<file path="src/rtl/band_frame_pkg.sv">
// Shared defaults, slot geometry and tracker state type for the band frame collector.
// Optional feature macro used by the collector: BAND_FRAME_SUM_EN.
package band_frame_pkg;

  localparam int unsigned DEF_DATA_W         = 16;
  localparam int unsigned DEF_NUM_BANDS      = 8;
  localparam int unsigned DEF_CAPTURE_OFFSET = 7;
  localparam int unsigned SLOT_COUNT         = 64;
  localparam int unsigned SLOT_W             = 6;
  localparam int unsigned BAND_WINDOW        = 8;

  typedef enum logic {
    HUNT   = 1'b0,
    LOCKED = 1'b1
  } slot_state_e;

  // Slot index at which band k is valid on the multiplexed filter output.
  function automatic logic [SLOT_W-1:0] band_slot(input int unsigned k,
                                                  input int unsigned offset);
    return SLOT_W'(BAND_WINDOW * k + offset);
  endfunction

endpackage

</file>
<file path="src/rtl/band_slot_tracker.sv">
// Tracks the 64-slot band frame position against phase_0 and reports lock and alignment loss.
module band_slot_tracker
  import band_frame_pkg::*;
(
  input  logic              clk,
  input  logic              rst,
  input  logic              i_clk_enable,
  input  logic              i_phase_0,
  output logic [SLOT_W-1:0] o_count,
  output logic              o_capture_ok_c,
  output logic              o_sync_err_c,
  output logic              o_locked,
  output logic              o_sync_err
);

  slot_state_e       r_state;
  logic [SLOT_W-1:0] r_count;
  logic              w_count_zero;

  assign w_count_zero = (r_count == '0);

  // Misalignment: phase_0 must coincide exactly with the local slot 0.
  assign o_sync_err_c   = i_clk_enable && (r_state == LOCKED) && (w_count_zero != i_phase_0);
  assign o_capture_ok_c = i_clk_enable && (r_state == LOCKED) && !o_sync_err_c;
  assign o_count        = r_count;

  always_ff @(posedge clk) begin
    if (rst) begin
      r_state    <= HUNT;
      r_count    <= '0;
      o_locked   <= 1'b0;
      o_sync_err <= 1'b0;
    end else begin
      o_sync_err <= 1'b0;
      case (r_state)
        HUNT: begin
          if (i_clk_enable && i_phase_0) begin
            r_count  <= SLOT_W'(1);
            r_state  <= LOCKED;
            o_locked <= 1'b1;
          end else begin
            r_count <= '0;
          end
        end
        LOCKED: begin
          if (o_sync_err_c) begin
            r_count    <= '0;
            r_state    <= HUNT;
            o_locked   <= 1'b0;
            o_sync_err <= 1'b1;
          end else if (i_clk_enable) begin
            r_count <= r_count + SLOT_W'(1);
          end
        end
        default: begin
          r_count  <= '0;
          r_state  <= HUNT;
          o_locked <= 1'b0;
        end
      endcase
    end
  end

endmodule

</file>
<file path="src/rtl/band_frame_collector.sv">
// Gathers time-multiplexed band results into a frame and publishes it with a valid/ready handshake.
// Defining BAND_FRAME_SUM_EN adds a registered frame_sum output (sum of the published bands).
module band_frame_collector
  import band_frame_pkg::*;
#(
  parameter int unsigned DATA_W         = DEF_DATA_W,
  parameter int unsigned NUM_BANDS      = DEF_NUM_BANDS,
  parameter int unsigned CAPTURE_OFFSET = DEF_CAPTURE_OFFSET
) (
  input  logic                          clk,
  input  logic                          rst,
  input  logic                          clk_enable,
  input  logic                          phase_0,
  input  logic [DATA_W-1:0]             band_data,
  input  logic                          frame_ready,
  output logic [NUM_BANDS*DATA_W-1:0]   frame_data,
  output logic                          frame_valid,
`ifdef BAND_FRAME_SUM_EN
  output logic signed [DATA_W+2:0]      frame_sum,
`endif
  output logic                          locked,
  output logic                          sync_err,
  output logic                          overrun
);

  localparam int unsigned FRAME_W = NUM_BANDS * DATA_W;

  logic [SLOT_W-1:0]  w_count;
  logic               w_capture_ok_c;
  logic               w_sync_err_c;
  logic [FRAME_W-1:0] r_work;
  logic [FRAME_W-1:0] w_next_work;
  logic               w_complete_c;

  band_slot_tracker u_tracker (
    .clk            (clk),
    .rst            (rst),
    .i_clk_enable   (clk_enable),
    .i_phase_0      (phase_0),
    .o_count        (w_count),
    .o_capture_ok_c (w_capture_ok_c),
    .o_sync_err_c   (w_sync_err_c),
    .o_locked       (locked),
    .o_sync_err     (sync_err)
  );

  // Working frame with this cycle's capture merged in; the last band completes the frame.
  always_comb begin
    w_next_work  = r_work;
    w_complete_c = 1'b0;
    if (w_capture_ok_c) begin
      for (int unsigned k = 0; k < NUM_BANDS; k++) begin
        if (w_count == band_slot(k, CAPTURE_OFFSET)) begin
          w_next_work[k*DATA_W +: DATA_W] = band_data;
          if (k == NUM_BANDS - 1) begin
            w_complete_c = 1'b1;
          end
        end
      end
    end
  end

`ifdef BAND_FRAME_SUM_EN
  localparam int unsigned SUM_W = DATA_W + 3;

  logic signed [SUM_W-1:0] w_sum;

  always_comb begin
    w_sum = '0;
    for (int unsigned k = 0; k < NUM_BANDS; k++) begin
      w_sum = w_sum + SUM_W'(signed'(w_next_work[k*DATA_W +: DATA_W]));
    end
  end
`else
  // frame_sum and its adder are not built in this configuration.
`endif

  // A held, unaccepted frame is never overwritten; a completion that cannot load is an overrun.
  always_ff @(posedge clk) begin
    if (rst) begin
      r_work      <= '0;
      frame_data  <= '0;
      frame_valid <= 1'b0;
      overrun     <= 1'b0;
`ifdef BAND_FRAME_SUM_EN
      frame_sum   <= '0;
`endif
    end else begin
      r_work <= w_sync_err_c ? '0 : w_next_work;
      if (w_complete_c) begin
        if (!frame_valid || frame_ready) begin
          frame_data  <= w_next_work;
          frame_valid <= 1'b1;
`ifdef BAND_FRAME_SUM_EN
          frame_sum   <= w_sum;
`endif
        end else begin
          overrun <= 1'b1;
        end
      end else if (frame_ready) begin
        frame_valid <= 1'b0;
      end
    end
  end

endmodule

</file>
<file path="config.mk">
export PLATFORM = sky130hd
export DESIGN_NAME = band_frame_collector
export DESIGN_NICKNAME = d
export VERILOG_FILES = /design/src/rtl/band_frame_pkg.sv /design/src/rtl/band_slot_tracker.sv /design/src/rtl/band_frame_collector.sv
export SDC_FILE = /design/constraint.sdc
export NUM_CORES = 1
export LEC_CHECK = 0
export CORE_MARGIN = 3
export CORE_UTILIZATION = 30
export DETAILED_ROUTE_END_ITERATION = 10
export MAX_ROUTING_LAYER = met4
export RECOVER_POWER = 100
export SLEW_MARGIN = 15
export SYNTH_ARGS = -nofsm -noshare
export SYNTH_HDL_FRONTEND = slang
export SYNTH_SLANG_ARGS = --single-unit
</file>
<file path="constraint.sdc">
create_clock -name clk -period 5.5 [get_ports clk]
set_input_delay 0.825 -clock clk [delete_from_list [all_inputs] [get_ports clk]]
set_output_delay 0.825 -clock clk [all_outputs]
set_load 0.03 [all_outputs]
</file>
# Word-level counts from Yosys, hierarchy flattened
# Index checks and enable logic that the tools add are counted.
# op_classes
shifts,0
n_addsub,1
reduce_logical,15
muxes,25
n_lt_le_gt_ge,0
n_div,0
mul,0
n_eq_ne,13
n_bitwise,2
# op_table
operator,n
$mux W128,1
$mux W16,8
$eq A6 B6 Y1 const B,4
$eq A6 B5 Y1 const B,2
$mux W6,2
$pmux W6 S2,1
$mux W1,11
$reduce_and A2 Y1,4
$add A6 B1 Y6 const B,1
$eq A6 B3 Y1 const B,1
$eq A6 B4 Y1 const B,1
$logic_not A6 Y1,1
$ne A2 B1 Y1 const B,3
$logic_and A1 B1 Y1,4
$pmux W1 S2,2
$reduce_or A2 Y1,2
$ne A3 B2 Y1 const B,1
$logic_not A1 Y1,2
$not A1 Y1,2
$reduce_bool A2 Y1,1
$logic_or A1 B1 Y1,1
$ne A1 B1 Y1,1
# word_totals
reg_bits,267
romBits,0
n_memories,0
in_bits,21
word_cells,64
mem_bits_rw,0
latch_bits,0

# Logic depth before layout (Yosys ltp)
# Gate-level depths: netlist (run 1).
# depth
ltp_word,8
mapped_depth,8
ltp_nobuf,5

# By module
# From an unflattened synthesis (run 1), not the netlist that was laid out.
# unflattened
hier_cells,1234
area_unflattened_um2,10377.5
# modules_own_cells
mod,area_per_inst_um2,cells_each,n_inst
band_frame_collector,9846.9,1171,1
band_slot_tracker,530.5,63,1

# Worst setup path before layout (run 1)
# No wires, ideal clock.
# synth_timing
path_kind,input -> register
from,input port clk_enable
to,register frame_data[10]
path_buffers,3
t_arrival_ns,2.307
setup_slack_ns,3.107
path_stages,7
required_time_ns,5.414
path_cell_list,buf_2 nand2_2 or4_1 buf_2 buf_2 mux2i_1 a211oi_1
# synth_between
elab_chain_len,6
word_cells_on_any_way,7
cone_classes,mux: 2; reduce/logical: 5
# synth_rtl
element,line_no,text
from (decl),band_frame_collector.sv:12,"input logic clk_enable,"
$logic_and A1 B1 Y1 (*),"band_slot_tracker.sv:23, band_slot_tracker.sv:24",
$logic_and A1 B1 Y1,band_slot_tracker.sv:23,assign o_sync_err_c = i_clk_enable && (r_state == LOCKED) && (w_count_zero != i_phase_0);
$logic_not A1 Y1,band_slot_tracker.sv:24,assign o_capture_ok_c = i_clk_enable && (r_state == LOCKED) && !o_sync_err_c;
$logic_and A1 B1 Y1 (*),band_slot_tracker.sv:24,
$mux W1,band_frame_collector.sv:51,if (w_capture_ok_c) begin
$reduce_and A2 Y1 (no source line),--,
to (signal assigned),band_frame_collector.sv:92,frame_data <= w_next_work;
to (decl),band_frame_collector.sv:16,"output logic [NUM_BANDS*DATA_W-1:0] frame_data,"
# Mark *: on every way between the ends. The rest lies on a longest branch, timed or not.
# A chain may end at the register's enable or synchronous reset.

# Worst setup path in the final report (run 1)
# layout_timing
from,input port clk_enable
to,register frame_data[107]
# Same word-level chain as after synthesis.

==> impl_metrics.csv, run 1 <==
group,metric,value,unit
drt,wire_per_inst,17.52,microns
synthesis,seq_area_frac_synth,56.36,%
synthesis,synthCells,899,
worst_setup_path,timing.rr.start,"u_tracker.o_count[0]$_SDFFE_PP0P_",
final_layout,post-route-util,39.42,%
pwr,irDropWorstVdd,168.3,uV
worst_setup_path,crit_start,"clk_enable",
final_layout,drive_gt1_share,5.113,%
cts,clock-sinks,251,
cts,tritoncts,"built",
drt,first_iter_violations,274,
final_layout,final_common_cell,"dfxtp_1",
final_layout,antenna_cells,0,
cts,clockRootBuffer,"clkbuf_16",
placed_design,dp_slack,1.904,ns
floorplan,rows,62,
timing,rsz0062_at_grt,"false",
grt,grt_pass1_vias,6195,
pwr,switching_share,21.34,%
floorplan,coreArea,29010,sq um
cts,clk_path_buf_depth,3,
pwr,power.switching,0.8020,mW
synthesis,avgSynthCellArea,9.916,sq um
timing,whs,0.4490,ns
timing,finalSetupTns,0,ns
final_layout,design_area,11440,sq um
timing,worstMarginPinSlew,1.784,ns
grt,antenna_found_initial,0,
timing,layout_setup_ws,1.607,ns
timing,fin_crit,3.893,ns
cts,clk_pin_slew_worst_paths,0.06,ns
timing,finalSetupViolations,0,
worst_setup_path,crit_fanout,93,
placed_design,dpl.hpwl,15180,microns
timing,finClkSkew,0.01621,ns
pwr,leakagePower,4.314,nW
pwr,pwr-share-clk,48.6,%
cts,insertion_delay,0.53,ns
timing,timing.slew.headroom,-19.57,%
final_layout,finalNetCount,1021,
pwr,pwr-share-seq,48.5,%
timing,drv_slew,144,
pwr,finalPower,3.758,mW
worst_setup_path,critPathArrivalTime,4.31,ns
worst_hold_path,worstHoldStart,"frame_data[122]$_SDFFE_PP0P_",
placed_design,place.gp.congestion,0.7357,
synthesis,netlist_area,8915,sq um
cts,cts_resized,0,
drt,route.vias.total,6549,
placed_design,dp.cells,1353,
synthesis,synth_edf_count,0,
worst_setup_path,setup.worst_path.class,"input port to register",
worst_setup_path,cp-start-kind,"input port",
grt,grt_usage,15.39,%
drt,drc_errors,0,
synthesis,synth-seq-cells,251,
worst_setup_path,crit_path_end_kind,"register",
grt,grt_pass1_wl,36810,microns
final_layout,final_cell_mix,"dfxtp_1 (251), nor2_1 (234), dlygate4sd3_1 (134)",
worst_setup_path,cp.required,5.92,ns
worst_hold_path,hold_class,"register to register",
outcome,violations,"capacitance limit, slew limit",
run,cap_violations,4,
final_layout,finalNonFillerCells,1401,
timing,clock.fmax,256.9,MHz
pwr,intPower,2.956,mW
pwr,power_density,328.6,nW/um^2
drt,antenna_left,0,
cts,cts_setup_buffers,0,
placed_design,port_buffers,152,
cts,cts-buffers-inserted,27,
cts,cts_max_level,1,
timing,fin_crit_sh,70.78,%
drt,drt_first_pass_iters,4,
grt,grt_start_max_net_pins,148,
floorplan,ioPinCount,153,
synthesis,yosys_warnings,0,
floorplan,initial_utilization,30.73,%
floorplan,die_w,178.4,microns
placed_design,dpl_cell_area,10590,sq um
pwr,p_comb_share,2.9,%
outcome,status,"finished, violations left",
grt,overflow,0,
final_layout,area_delta_synth_final,28.29,%
timing,hold_violations,0,
floorplan,dieArea,31820,sq um
synthesis,ys_async_sr_fraction,0,%
floorplan,die_h,178.4,microns
drt,via_per_inst,4.675,
synthesis,synth_ff_type,"dfxtp_1",
synthesis,syn_nets,922,
cts,cts_hold_buffers,0,
synthesis,yosysUniqueCellTypes,38,
drt,finalWirelength,24550,microns
[cell families (layout without fill, tap and decap cells)]
group,Yosys count,in the layout,share of synthesized area (%)
multiplexers,114,114,12.80
AND/OR/NAND/NOR,291,291,13.78
XOR/XNOR,4,4,0.3931
flip-flops,251,251,56.36
adder cells (fa/ha/maj),2,2,0.2807
AO/OA/AOI/OAI,142,142,11.49
buffers and inverters,95,213,4.884
[Yosys cell counts, types with 3 or more instances]
cell      instances  share of area, %
dfxtp_1         251                56
nor2_1          232               9.8
a211oi_1        116               9.8
mux2i_1         114                13
clkbuf_1         43               1.8
buf_2            41               2.3
nand2_1          33               1.4
a21oi_1          17              0.95
inv_1             5              0.21
nor2_2            4              0.28
or4_1             4              0.34
xor2_1            3              0.29
[layout make-up]
class	instances	area [sq um]
clock inverters	7	116.4
inverters	5	18.77
repair buffers	160	1578
multi-input cells	553	3441
clock buffers	41	778.2
well taps	384	480.5
fillers	2913	17580
flip-flops and latches	251	5025
[worst paths after layout]
path / endpoint / slack, ns / cells past startpoint
min reg2reg: frame_data[122]$_SDFFE_PP0P_ / 0.45 / 2
max: frame_data[107]$_SDFFE_PP0P_ / 1.61 / 6
min: frame_data[122]$_SDFFE_PP0P_ / 0.45 / 2
max reg2reg: frame_data[107]$_SDFFE_PP0P_ / 2.18 / 6
[worst max-delay path, cell delays in order]
cell           delay, ns
dlygate4sd3_1       0.89
nand2_1             0.31
nor4_1              0.52
clkbuf_2            1.33
nor2_1              0.08
a211oi_1            0.28
[power by group through the flow]
stage	Clock, mW	Sequential [mW]	Combinational [mW]
after CTS	1.87	1.82	0.113
after global placement	0	1.86	0.113
after floorplan	0	1.86	0.0603
after detailed placement	0	1.86	0.113
final	1.83	1.82	0.109
after global routing	1.94	1.82	0.115
[routing by layer]
metal | GRT usage (%) | wire, microns
met1 | 19.34 | 11020
met2 | 25.24 | 11720
met3 | 2.874 | 1209
met4 | 4.578 | 597
met5 | - | 0
[registers in the layout, summed over array words and instances (netlist names)]
name	cells
u_tracker.o_sync_err	1
u_tracker.o_count	6
u_tracker.o_locked	1
r_work	112
u_tracker.r_state	1
frame_valid	1
frame_data	128
overrun	1
Note: power is estimated with default switching activity, not from simulation.
==> inputs of run 2 (changes only) <==
- clock period: 5.5 -> 3.2 ns (I/O delays scaled with it)
==> run 2 against run 1 <==
Setup slack got worse by 0.99 ns. Total power rose by 69%. Sequential power rose by 72%. Die area did not move. Worst hold slack got worse by 0.010 ns. Largest power group is now sequential cells. Combinational power rose by 74%. Critical path type is now register to register. Clock power rose by 67%. The run now ends clean. Count of clock-buffer cells in the layout fell by 4.
==> impl_metrics.csv, run 2 (synthesis gave the netlist of run 1 again) <==
group,metric,value,unit
outcome,status,"finished clean",
floorplan,die_h,178.4,microns
pwr,finalPower,6.369,mW
pwr,leakagePower,4.357,nW
cts,cts-buffers-inserted,27,
pwr,irDropWorstVdd,343.8,uV
drt,met2_length,11700,microns
pwr,pwr-share-clk,47.8,%
worst_setup_path,critPathArrivalTime,2.96,ns
pwr,intPower,4.962,mW
grt,grt_usage,15.49,%
drt,drc_errors,0,
cts,cts_resized,0,
timing,layout_setup_ws,0.6199,ns
final_layout,drive_gt1_share,6.920,%
timing,finClkSkew,0.008414,ns
timing,worstMarginPinSlew,0.7483,ns
worst_hold_path,worstHoldStart,"rst",
floorplan,dieArea,31820,sq um
worst_setup_path,crit_path_end_kind,"register",
drt,via_per_inst,4.636,
drt,drt-met1-wl,11420,microns
timing,clock.fmax,387.6,MHz
timing,rsz0062_at_grt,"false",
grt,antenna_found_initial,0,
drt,route.vias.total,6537,
floorplan,initial_utilization,30.73,%
drt,finalWirelength,24600,microns
pwr,power.switching,1.407,mW
cts,cts_hold_buffers,0,
final_layout,final_common_cell,"dfxtp_1",
worst_setup_path,crit_fanout,16,
floorplan,rows,62,
final_layout,final_cell_mix,"dfxtp_1 (251), nor2_1 (234), dlygate4sd3_1 (132)",
timing,fin_crit,2.580,ns
timing,hold_violations,0,
final_layout,regMostFlops,"frame_data",
drt,wire_per_inst,17.44,microns
cts,insertion_delay,0.52,ns
final_layout,largest_register_ffs,128,
pwr,switching_share,22.10,%
worst_setup_path,cp.required,3.58,ns
worst_hold_path,hold_class,"input port to register",
cts,clk_path_buf_depth,3,
worst_setup_path,timing.rr.start,"u_tracker.o_count[0]$_SDFFE_PP0P_",
cts,cts_max_level,1,
drt,antenna_left,0,
final_layout,area_delta_synth_final,29.28,%
final_layout,multi_input_area,3445,sq um
worst_hold_path,min_path_cells,2,
floorplan,die_w,178.4,microns
pwr,pwr-share-seq,49.2,%
placed_design,dp_slack,0.5405,ns
drt,wl_met3,1017,microns
timing,timing.slew.headroom,49.96,%
cts,clock-sinks,251,
drt,first_iter_violations,328,
placed_design,port_buffers,152,
drt,highest_layer,"met4",
worst_setup_path,ff2ff_path_depth,6,
floorplan,coreArea,29010,sq um
final_layout,seqCellArea,5025,sq um
worst_setup_path,setup.worst_path.class,"register to register",
grt,overflow,0,
pwr,power_density,552.7,nW/um^2
placed_design,dpl.hpwl,15170,microns
worst_hold_path,hold_path_end,"frame_valid$_SDFFE_PP0P_",
timing,drv_slew,0,
drt,drt_first_pass_iters,4,
pwr,p_comb_share,3.0,%
floorplan,ioPinCount,153,
cts,clockRootBuffer,"clkbuf_16",
grt,grt_pass1_wl,37090,microns
cts,cts_setup_buffers,0,
grt,grt_pass1_vias,6125,
worst_setup_path,r2r_slack,0.62,ns
final_layout,antenna_cells,0,
timing,finalSetupViolations,0,
worst_setup_path,rr_endpoint,"frame_data[64]$_SDFFE_PP0P_",
timing,fin_crit_sh,80.63,%
cts,tritoncts,"built",
grt,grt_start_max_net_pins,113,
timing,finalSetupTns,0,ns
run,cap_violations,0,
cts,clk_pin_slew_worst_paths,0.06,ns
final_layout,finalNetCount,1029,
worst_setup_path,cp-start-kind,"register",
final_layout,n_fill_cell,2906,
placed_design,place.gp.congestion,0.7791,
run 2: per-layer routing:
metal / GRT usage, % / vias to the layer above
li1: - / 3298
met4: 3.247 / 0
met3: 2.767 / 34
met2: 24.97 / 119
met1: 20.47 / 3086
met5: - / -
run 2: worst max-delay path by stage:
stage | startpoint | end | slack [ns] | depth (start not counted)
detailed placement | phase_0 | frame_data[6]$_SDFFE_PP0P_ | 0.54 | 6
global route | u_tracker.o_count[0]$_SDFFE_PP0P_ | frame_data[48]$_SDFFE_PP0P_ | 0.38 | 7
CTS | u_tracker.o_count[0]$_SDFFE_PP0P_ | frame_data[17]$_SDFFE_PP0P_ | 0.88 | 7
floorplan | u_tracker.o_count[0]$_SDFFE_PP0P_ | frame_data[71]$_SDFFE_PP0P_ | 1.12 | 7
finish | u_tracker.o_count[0]$_SDFFE_PP0P_ | frame_data[64]$_SDFFE_PP0P_ | 0.62 | 6
global placement | phase_0 | frame_data[15]$_SDFFE_PP0P_ | 0.54 | 6
run 2: final cells by class:
cell class | count | share of cell area [%]
Timing Repair Buffer | 168 | 14.57
Clock inverter | 12 | 0.8142
Clock buffer | 37 | 6.796
Sequential cell | 251 | 43.60
Inverter | 5 | 0.1628
Tap cell | 384 | 4.169
Multi-Input combinational cell | 553 | 29.89
run 2: worst max-delay path: stages (launching register included):
cell and delay [ns]:
dfxtp_1 0.39, ha_1 0.31, nand4b_1 0.32, or4_1 0.55, clkbuf_2 0.39, mux2i_1 0.35
a211oi_1 0.12
run 2: through the flow:
step           utilization, %  instances  area, sq um  hold WS, ns
6_report                39.72       1410        11520       0.4390
5_1_grt                 39.72       1410        11520       0.4426
4_1_cts                 39.84       1410        11560       0.4130
3_5_place_dp            36.82       1361        10680       0.4454
3_3_place_gp            36.82       1361        10680       0.4414
2_1_floorplan               -        899         8915       0.4564
run 2: power groups by stage:
stage                     sequential (mW)  combinational (mW)  clock [mW]
after floorplan                      3.20               0.104           0
after global placement               3.20               0.197           0
after detailed placement             3.20               0.197           0
after CTS                            3.13               0.198        3.14
after global routing                 3.13               0.204        3.24
final                                3.13               0.190        3.05
